**config.mk**
```make
export PLATFORM = sky130hd
export DESIGN_NAME = boton_mantenimiento_debounce
export DESIGN_NICKNAME = d
export VERILOG_FILES = /design/src/rtl/boton_mantenimiento_debounce.sv
export SDC_FILE = /design/constraint.sdc
export NUM_CORES = 1
export LEC_CHECK = 0
export ABC_AREA = 1
export CAP_MARGIN = 20
export CELL_PAD_IN_SITES_DETAIL_PLACEMENT = 1
export CELL_PAD_IN_SITES_GLOBAL_PLACEMENT = 1
export CORE_MARGIN = 2
export CORE_UTILIZATION = 35
export DETAILED_ROUTE_END_ITERATION = 10
export PLACE_DENSITY_LB_ADDON = 0.1
export SLEW_MARGIN = 20
export SYNTH_ARGS = -nofsm -noshare
export SYNTH_HDL_FRONTEND = slang
export SYNTH_SLANG_ARGS = --single-unit
```
**constraint.sdc**
```tcl
create_clock -name clk -period 1.8 [get_ports clk]
set_input_delay 0.54 -clock clk [delete_from_list [all_inputs] [get_ports clk]]
set_output_delay 0.54 -clock clk [all_outputs]
set_load 0.02 [all_outputs]
```
**src/rtl/boton_mantenimiento_debounce.sv**
```systemverilog
// Maintenance button conditioner: 2-FF sync + debounce FSM; press pulse after D+2 edges, long-press after LONG more.
// Pure pulse/level outputs, no backpressure; habilitar=0 parks the FSM idle while the sync chain keeps running.
`timescale 1ns/1ps
module boton_mantenimiento_debounce #(
    parameter int DEBOUNCE_CYCLES   = 16,
    parameter int LONG_PRESS_CYCLES = 1000
) (
    input  logic       clk,
    input  logic       reset_n,
    input  logic       boton_raw,
    input  logic       habilitar,
    output logic       mantenimiento,
    output logic       presionado,
    output logic       pulsacion_larga,
    output logic [7:0] rebotes
);

    localparam int CW = (LONG_PRESS_CYCLES > 1) ? $clog2(LONG_PRESS_CYCLES) : 1;
    localparam int DW = (DEBOUNCE_CYCLES > 1) ? $clog2(DEBOUNCE_CYCLES) : 1;
    localparam logic [CW-1:0] CNT_DEB_LAST  = CW'(DEBOUNCE_CYCLES - 1);
    localparam logic [CW-1:0] CNT_LONG_LAST = CW'(LONG_PRESS_CYCLES - 1);
    localparam logic [DW-1:0] DCNT_LAST     = DW'(DEBOUNCE_CYCLES - 1);

    typedef enum logic [1:0] {
        SUELTO,
        CONFIRMA_PRESION,
        PRESIONADO,
        CONFIRMA_LIBERACION
    } estado_t;

    estado_t       estado_q, estado_d;
    logic          s1_q, s1_d, s2_q, s2_d;
    logic [CW-1:0] cnt_q, cnt_d;
    logic [DW-1:0] dcnt_q, dcnt_d;
    logic          flag_q, flag_d;
    logic [7:0]    rebotes_q, rebotes_d, rebotes_inc;
    logic          mant_q, mant_d;
    logic          larga_q, larga_d;
    logic          pres_q, pres_d;

    assign s1_d        = boton_raw;
    assign s2_d        = s1_q;
    assign rebotes_inc = (rebotes_q == 8'hFF) ? rebotes_q : rebotes_q + 8'd1;

    always_comb begin
        estado_d  = estado_q;
        cnt_d     = cnt_q;
        dcnt_d    = dcnt_q;
        flag_d    = flag_q;
        rebotes_d = rebotes_q;
        mant_d    = 1'b0;
        larga_d   = 1'b0;
        if (!habilitar) begin
            estado_d = SUELTO;
            cnt_d    = '0;
            dcnt_d   = '0;
            flag_d   = 1'b0;
        end else begin
            case (estado_q)
                SUELTO: begin
                    if (s2_q) begin
                        estado_d = CONFIRMA_PRESION;
                        cnt_d    = '0;
                    end
                end
                CONFIRMA_PRESION: begin
                    if (!s2_q) begin
                        estado_d  = SUELTO;
                        rebotes_d = rebotes_inc;
                    end else if (cnt_q == CNT_DEB_LAST) begin
                        estado_d = PRESIONADO;
                        cnt_d    = '0;
                        mant_d   = 1'b1;
                    end else begin
                        cnt_d = cnt_q + 1'b1;
                    end
                end
                PRESIONADO: begin
                    // cnt keeps the held time across a rejected release bounce
                    if (!s2_q) begin
                        estado_d = CONFIRMA_LIBERACION;
                        dcnt_d   = '0;
                    end else if (cnt_q == CNT_LONG_LAST && !flag_q) begin
                        larga_d = 1'b1;
                        flag_d  = 1'b1;
                    end else if (cnt_q != CNT_LONG_LAST) begin
                        cnt_d = cnt_q + 1'b1;
                    end
                end
                CONFIRMA_LIBERACION: begin
                    if (s2_q) begin
                        estado_d  = PRESIONADO;
                        rebotes_d = rebotes_inc;
                    end else if (dcnt_q == DCNT_LAST) begin
                        estado_d = SUELTO;
                        flag_d   = 1'b0;
                    end else begin
                        dcnt_d = dcnt_q + 1'b1;
                    end
                end
                default: estado_d = SUELTO;
            endcase
        end
        pres_d = (estado_d == PRESIONADO) || (estado_d == CONFIRMA_LIBERACION);
    end

    always_ff @(posedge clk or negedge reset_n) begin
        if (!reset_n) begin
            s1_q      <= 1'b0;
            s2_q      <= 1'b0;
            estado_q  <= SUELTO;
            cnt_q     <= '0;
            dcnt_q    <= '0;
            flag_q    <= 1'b0;
            rebotes_q <= 8'd0;
            mant_q    <= 1'b0;
            larga_q   <= 1'b0;
            pres_q    <= 1'b0;
        end else begin
            s1_q      <= s1_d;
            s2_q      <= s2_d;
            estado_q  <= estado_d;
            cnt_q     <= cnt_d;
            dcnt_q    <= dcnt_d;
            flag_q    <= flag_d;
            rebotes_q <= rebotes_d;
            mant_q    <= mant_d;
            larga_q   <= larga_d;
            pres_q    <= pres_d;
        end
    end

    assign mantenimiento   = mant_q;
    assign pulsacion_larga = larga_q;
    assign presionado      = pres_q;
    assign rebotes         = rebotes_q;

endmodule

```
==> metrics, run 1 <==
pwr/cell area 1190 mW/mm^2; DRT iter0 DRCs 29; Worst VDD drop 0.000530 V; worst setup margin between 0.07 and 0.08 ns; H-tree level count 2; Syn. warnings 0; IO Count 15; Hold Fails Final Rpt 0; Net Sw Frac between 30% and 40%; vias in the first global route ~1,700; chip height roughly 76 um; Antenna Violating Nets Remaining 0; crit path DAT ~1.2 ns; DRC 0; Worst Clk Skew 0.00326 ns; max cap viols 0; Top delay family on crit path buffers and inverters; flip-flop and latch area 752 um^2; Avg Cell Area, Syn roughly 7.5 um^2; Detailed Routing Iterations Pass 1 4; CP max stage cell clkdlybuf4s50_1; routed len/inst around 12 um; TritonCTS clock tree done; first-pass GRT wire length 7760 um; largest net degree at the start of global routing 31; total power around 2.8 mW; Slew Limit Fails 0; GP Congestion between 0.8 and 0.9; Die ar. approximately 0.0058 mm^2; CP endpoint kind primary output; Sequential Power Share a little under a third; worst slew pin tran ~0.24 ns; crit share post-route between 90 and 100%; Bufs on Longest Clock Path 2; Filler cells 665; Die X about 76 um; P_int 1.70 mW; Slew headroom between 80 and 90%; Sink Count 30; DP Worst Slack -0.284 ns; Post-Route WL between 4000 and 5000 um; synth unique cells 30; HPWL after DPL 3270 um; Row Count 26; synthesized area around 0.0018 mm^2; Critical Path RT approximately 1.3 ns; Synth Register Bits 30; multi-input logic area about 930 um^2; GRT overflow 0; Total GRT Usage between 15 and 20%; worst hold path type reg2reg; initial antenna violation count 0; status finished, final reports clean; Pleak 1.26 nW; Setup crit start kind flop; Initial Utilization 36.0%; net switching power figure 1.08 mW; share of cells above drive strength 1 17.0%; Mapped Nets ~250; crit-path cells clkdlybuf4s50_1; clock latency on the worst-skew pair between 0.2 and 0.3 ns; Synth Instances about 240; P&R area growth vs syn 27.8%; Worst Setup Path Type reg2out; Buf/Inv on CP 1; Worst-path clk slew roughly 0.060 ns; final setup vio count 0; sequential share of the synthesized area approximately 41%; logic gate share of total power between 40% and 50%; CP max FO 1; critical path's largest stage delay about 0.59 ns; fin crit period 1.73 ns; # diodes 0; core area between 0.005 and 0.006 mm^2; Vias around 1,600; CTS Buf Count 5; Port Buffer Count 14; Fmax 579 MHz; Hold WS 0.362 ns; clock root buffer clkbuf_8; DR vias/cell ~4.6; clock share of power about a quarter; final layout net count between 200 and 300
-- sequential cells by signal (all words and copies together), names as in the netlist --
register and flops:
pulsacion_larga 1, s1_q 1, s2_q 1, flag_q 1, rebotes 8, dcnt_q 4
mantenimiento 1, presionado 1, cnt_q 10, estado_q 2
-- final cells by class --
type / instances / share of cell area, %
multi-input cells: 172 / 39.9
flip-flops and latches: 30 / 32.2
repair buffers: 36 / 13.7
inverters: 36 / 5.78
clock buffers: 8 / 4.71
well taps: 70 / 3.75
-- cell usage after synthesis --
master,n,area [um^2]
nand2_1,69,259
a22o_1,1,8.76
nor3_1,3,15.0
nand3_1,21,105
or2_1,1,6.26
nor3b_2,1,12.5
buf_4,1,7.51
o31ai_1,1,7.51
buf_6,2,22.5
xnor2_1,4,35.0
ha_1,7,87.6
o21ai_0,8,40.0
nor2_4,1,11.3
buf_2,2,10.0
a21oi_1,7,35.0
nand4_1,2,12.5
xor2_1,8,70.1
nand2_2,3,18.8
o22ai_1,1,6.26
dfrtp_1,30,751
a22oi_1,2,15.0
o21ai_1,4,20.0
nand3_2,1,10.0
inv_2,1,3.75
nor2_1,20,75.1
o21bai_1,1,7.51
nor3b_1,1,7.51
o21ai_2,2,17.5
nor2_2,3,18.8
inv_1,35,131
-- layout by cell type (no fill, tap or decap), types with 4 or more instances in the layout --
| master | netlist | final |
|---|---|---|
| inv_1 | 35 | 35 |
| xor2_1 | 8 | 8 |
| xnor2_1 | 4 | 4 |
| nand2_1 | 69 | 68 |
| nand2_2 | 3 | 4 |
| o21ai_1 | 4 | 4 |
| o21ai_0 | 8 | 8 |
| buf_4 | 1 | 20 |
| ha_1 | 7 | 6 |
| a21oi_1 | 7 | 7 |
| dlygate4sd2_1 | 0 | 8 |
| clkbuf_8 | 0 | 8 |
| nand3_1 | 21 | 19 |
| nor2_1 | 20 | 20 |
| dfrtp_1 | 30 | 29 |
-- stage by stage --
step                  TNS, ns  cell area (um^2)  instances  utilization, %
floorplan                   0              1830        243               -
global placement        -4.25              2190        343            43.1
detailed placement      -5.17              2190        343            43.1
CTS                         0              2290        351            45.0
global route        -0.000850              2340        352            46.0
finish                      0              2340        352            46.0
-- metal layers --
metal / track usage [%] / vias to the layer above / part of all wire [%]
li1: - / 834 / -
met1: 21.2 / 772 / 48
met2: 28.0 / 17 / 47
met3: 3.20 / 8 / 2.5
met4: 7.64 / 0 / 2.0
met5: 0 / - / 0
-- worst paths after layout --
| check | startpoint | cells past startpoint | slack, ns | end |
|---|---|---|---|---|
| max | pulsacion_larga | 1 | 0.07 | pulsacion_larga |
| min | s1_q | 0 | 0.36 | s2_q |
| max reg2reg | estado_q[0] | 9 | 0.10 | dcnt_q[1] |
| min reg2reg | s1_q | 0 | 0.36 | s2_q |
| max in group asynchronous | reset_n | 2 | 1.00 | estado_q[1] |
| min in group asynchronous | reset_n | 2 | 0.62 | rebotes[1] |
-- cells by family after synthesis --
family          after synthesis  share of synthesized area [%]
buf+inv                      41                           9.58
flops                        30                           41.1
compound gates               27                           8.62
fa+ha+maj                     7                           4.79
xor+xnor                     12                           5.75
simple gates                126                           30.2
-- power by group through the flow --
stage               sequential, mW  combinational, mW  clock (mW)
floorplan                    0.939              0.676           0
global placement             0.881               1.22           0
detailed placement           0.884               1.24           0
CTS                          0.872               1.21       0.696
global route                 0.892               1.42       0.705
finish                       0.872               1.26       0.652
-- what timing repair did --
action | CTS | global route
gates resized for setup | 8 | 12
hold buffers | 0 | 0
endpoints found under the setup margin | 8 | 24
buffers inserted | 0 | 1
pin swaps | 0 | 0
No activity file was read; power rests on OpenSTA's default activity.
==> inputs of run 2 (changes only) <==
- CAP_MARGIN: 20 -> not set
==> results of run 2 <==
Same layout as run 1: the final DEF is identical, and so are final timing and power.
==> edit, RTL diff (flow settings as in run 2) <==
Reset style: synchronous (`reset_n`), changed in one clocked block.
--- a/src/rtl/boton_mantenimiento_debounce.sv
+++ b/src/rtl/boton_mantenimiento_debounce.sv
@@ -106,3 +106,3 @@
 
-    always_ff @(posedge clk or negedge reset_n) begin
+    always_ff @(posedge clk) begin
         if (!reset_n) begin
Behaviour: differs if reset_n is asserted again (counterexample within 10 cycles, from zero or initial values and one cycle with reset_n low); with reset_n held inactive, the same outputs for 10 cycles.
==> edit against run 2 <==
- synthesized area down 1.6%
- first-iteration DRC count is 79% higher
- design area down 3.6%
- worst setup slack got worse by 0.039 ns
- non-clock buffer count decreased by 4
- wire length up 10%
- sequential cell count stayed put
Power is not compared: it rests on default switching activity, and its combinational part moved more than twofold at a synthesized area within 25%.
==> edit: results (changes against run 2) <==
share of cells above drive strength 1 -> 0.174 (+0.00356)
adder-cell share of the synthesized area -> 0.0556 (+0.00772)
area of placed instances -> 2130 um^2 (-2.7%)
later-pin clock latency in the skew report -> 0.29 ns
Reg-to-Reg Start -> estado_q[0]
CP Launch Point -> rebotes[4]
Yosys cell types -> 29 (-3.3%)
fin nets -> 316 (+8.2%)
outcome -> finished clean
first-pass GRT wire length -> 7.87 mm (+1.4%)
number of DRC markers in iteration 0 -> 52 (+79%)
post-detail-place hpwl -> 3.70 mm (+13%)
Port-buffer cells -> 14 (unchanged)
final wirelength -> 4.78 mm (+10%)
CP Max Fanout -> 2 (+1)
most common library cells after synthesis -> nand2_1, inv_1, dfxtp_1
DR WL/cell -> 12.7 um (+3.4%)
placer congestion estimate -> 0.736 (-8.7%)
Via density -> 4.77 (+2.8%)
vias in the first global route -> 1647 (-0.78%)
LEAKAGE -> 0.967 nW
Arrival @ worst endpoint -> 1.23 ns (+0.04 ns)
Cells after Synth -> 271 (+12%)
total global routing track utilization -> 0.186 (+0.0175)
register area share after synthesis -> 0.334 (-0.0769)
mux contribution to synthesized area -> 0 (unchanged)
Num CTS Buffers -> 5 (unchanged)
xor and xnor area share after synthesis -> 0.0195 (-0.0380)
ant diodes -> 0 (unchanged)
Synth Area in Compound Gates -> 0.0967 (+0.0104)
FFs w/ async S/R, synth -> 0 (-1.00)
yosys warns -> 0 (unchanged)
CP max stage cell -> clkdlybuf4s50_1
Biggest register -> cnt_q
HP Start -> s1_q
postcts setup bufs -> 0 (unchanged)
Hold Crit Class -> reg -> reg
Placed Cells -> 367 (+7.0%)
max reg flops -> 10 (unchanged)
top cells by area, synth -> dfxtp_1, nand2_1, inv_1
Max-Slew Margin vs Limit -> 0.784 (-0.0536)
Post-Syn Nets -> 283 (+11%)
clock skew -> 0.00879 ns (+0.00553 ns)
largest net degree at the start of global routing -> 12 (-61%)
-- edit: metal layers --
| metal | global-route usage | vias up | part of all wire |
|---|---|---|---|
| met5 | 0 | - | 0 |
| met4 | 0.0877 | 0 | 0.012 |
| met3 | 0.0278 | 4 | 0.027 |
| met2 | 0.277 | 20 | 0.44 |
| met1 | 0.263 | 827 | 0.52 |
| li1 | - | 936 | - |
-- edit: cells by family (layout without fill, tap and decap cells) --
family | count (synthesis) | count (layout)
simple gates | 153 | 153
buf+inv | 44 | 78
flops | 30 | 30
xor+xnor | 4 | 4
fa+ha+maj | 8 | 8
compound gates | 32 | 32
-- edit: path summary, 6_finish.rpt --
path | end | slack, ns | depth (start not counted)
max | rebotes[4] | 0.03 | 1
min | s2_q | 0.42 | 2
max reg2reg | presionado | 0.13 | 8
min reg2reg | s2_q | 0.42 | 2
-- edit: per-stage QoR --
| step | setup WS [ns] | total power, W |
|---|---|---|
| finish | 0.0325 | 0.00144 |
| global route | -0.0162 | 0.00150 |
| CTS | 0.00710 | 0.00146 |
| detailed placement | 0.0232 | 0.000790 |
| global placement | 0.0246 | 0.000789 |
| floorplan | 0.215 | 0.000743 |
-- edit: layout make-up --
type                       instances  area (um^2)
multi-input combinational        197         1020
timing repair buffer              32          283
fill                             668         2790
sequential                        30          602
inverter                          38          145
tap                               70         87.6
clock buffer                       8          110
-- edit: repair_timing --
item	4_1_cts	5_1_grt
setup endpoints to repair	6	23
cloned	0	0
hold buffers	0	0
resized for setup	6	7
pin swaps	0	0
-- edit: power by group --
part / internal [W] / leakage, nW / switching [W] / total, W
combinational: 0.0000429 / 0.667 / 0.0000584 / 0.000101
sequential: 0.000669 / 0.243 / 0.00000504 / 0.000674
clock: 0.000386 / 0.0575 / 0.000275 / 0.000661
total: 0.00110 / 0.967 / 0.000338 / 0.00144
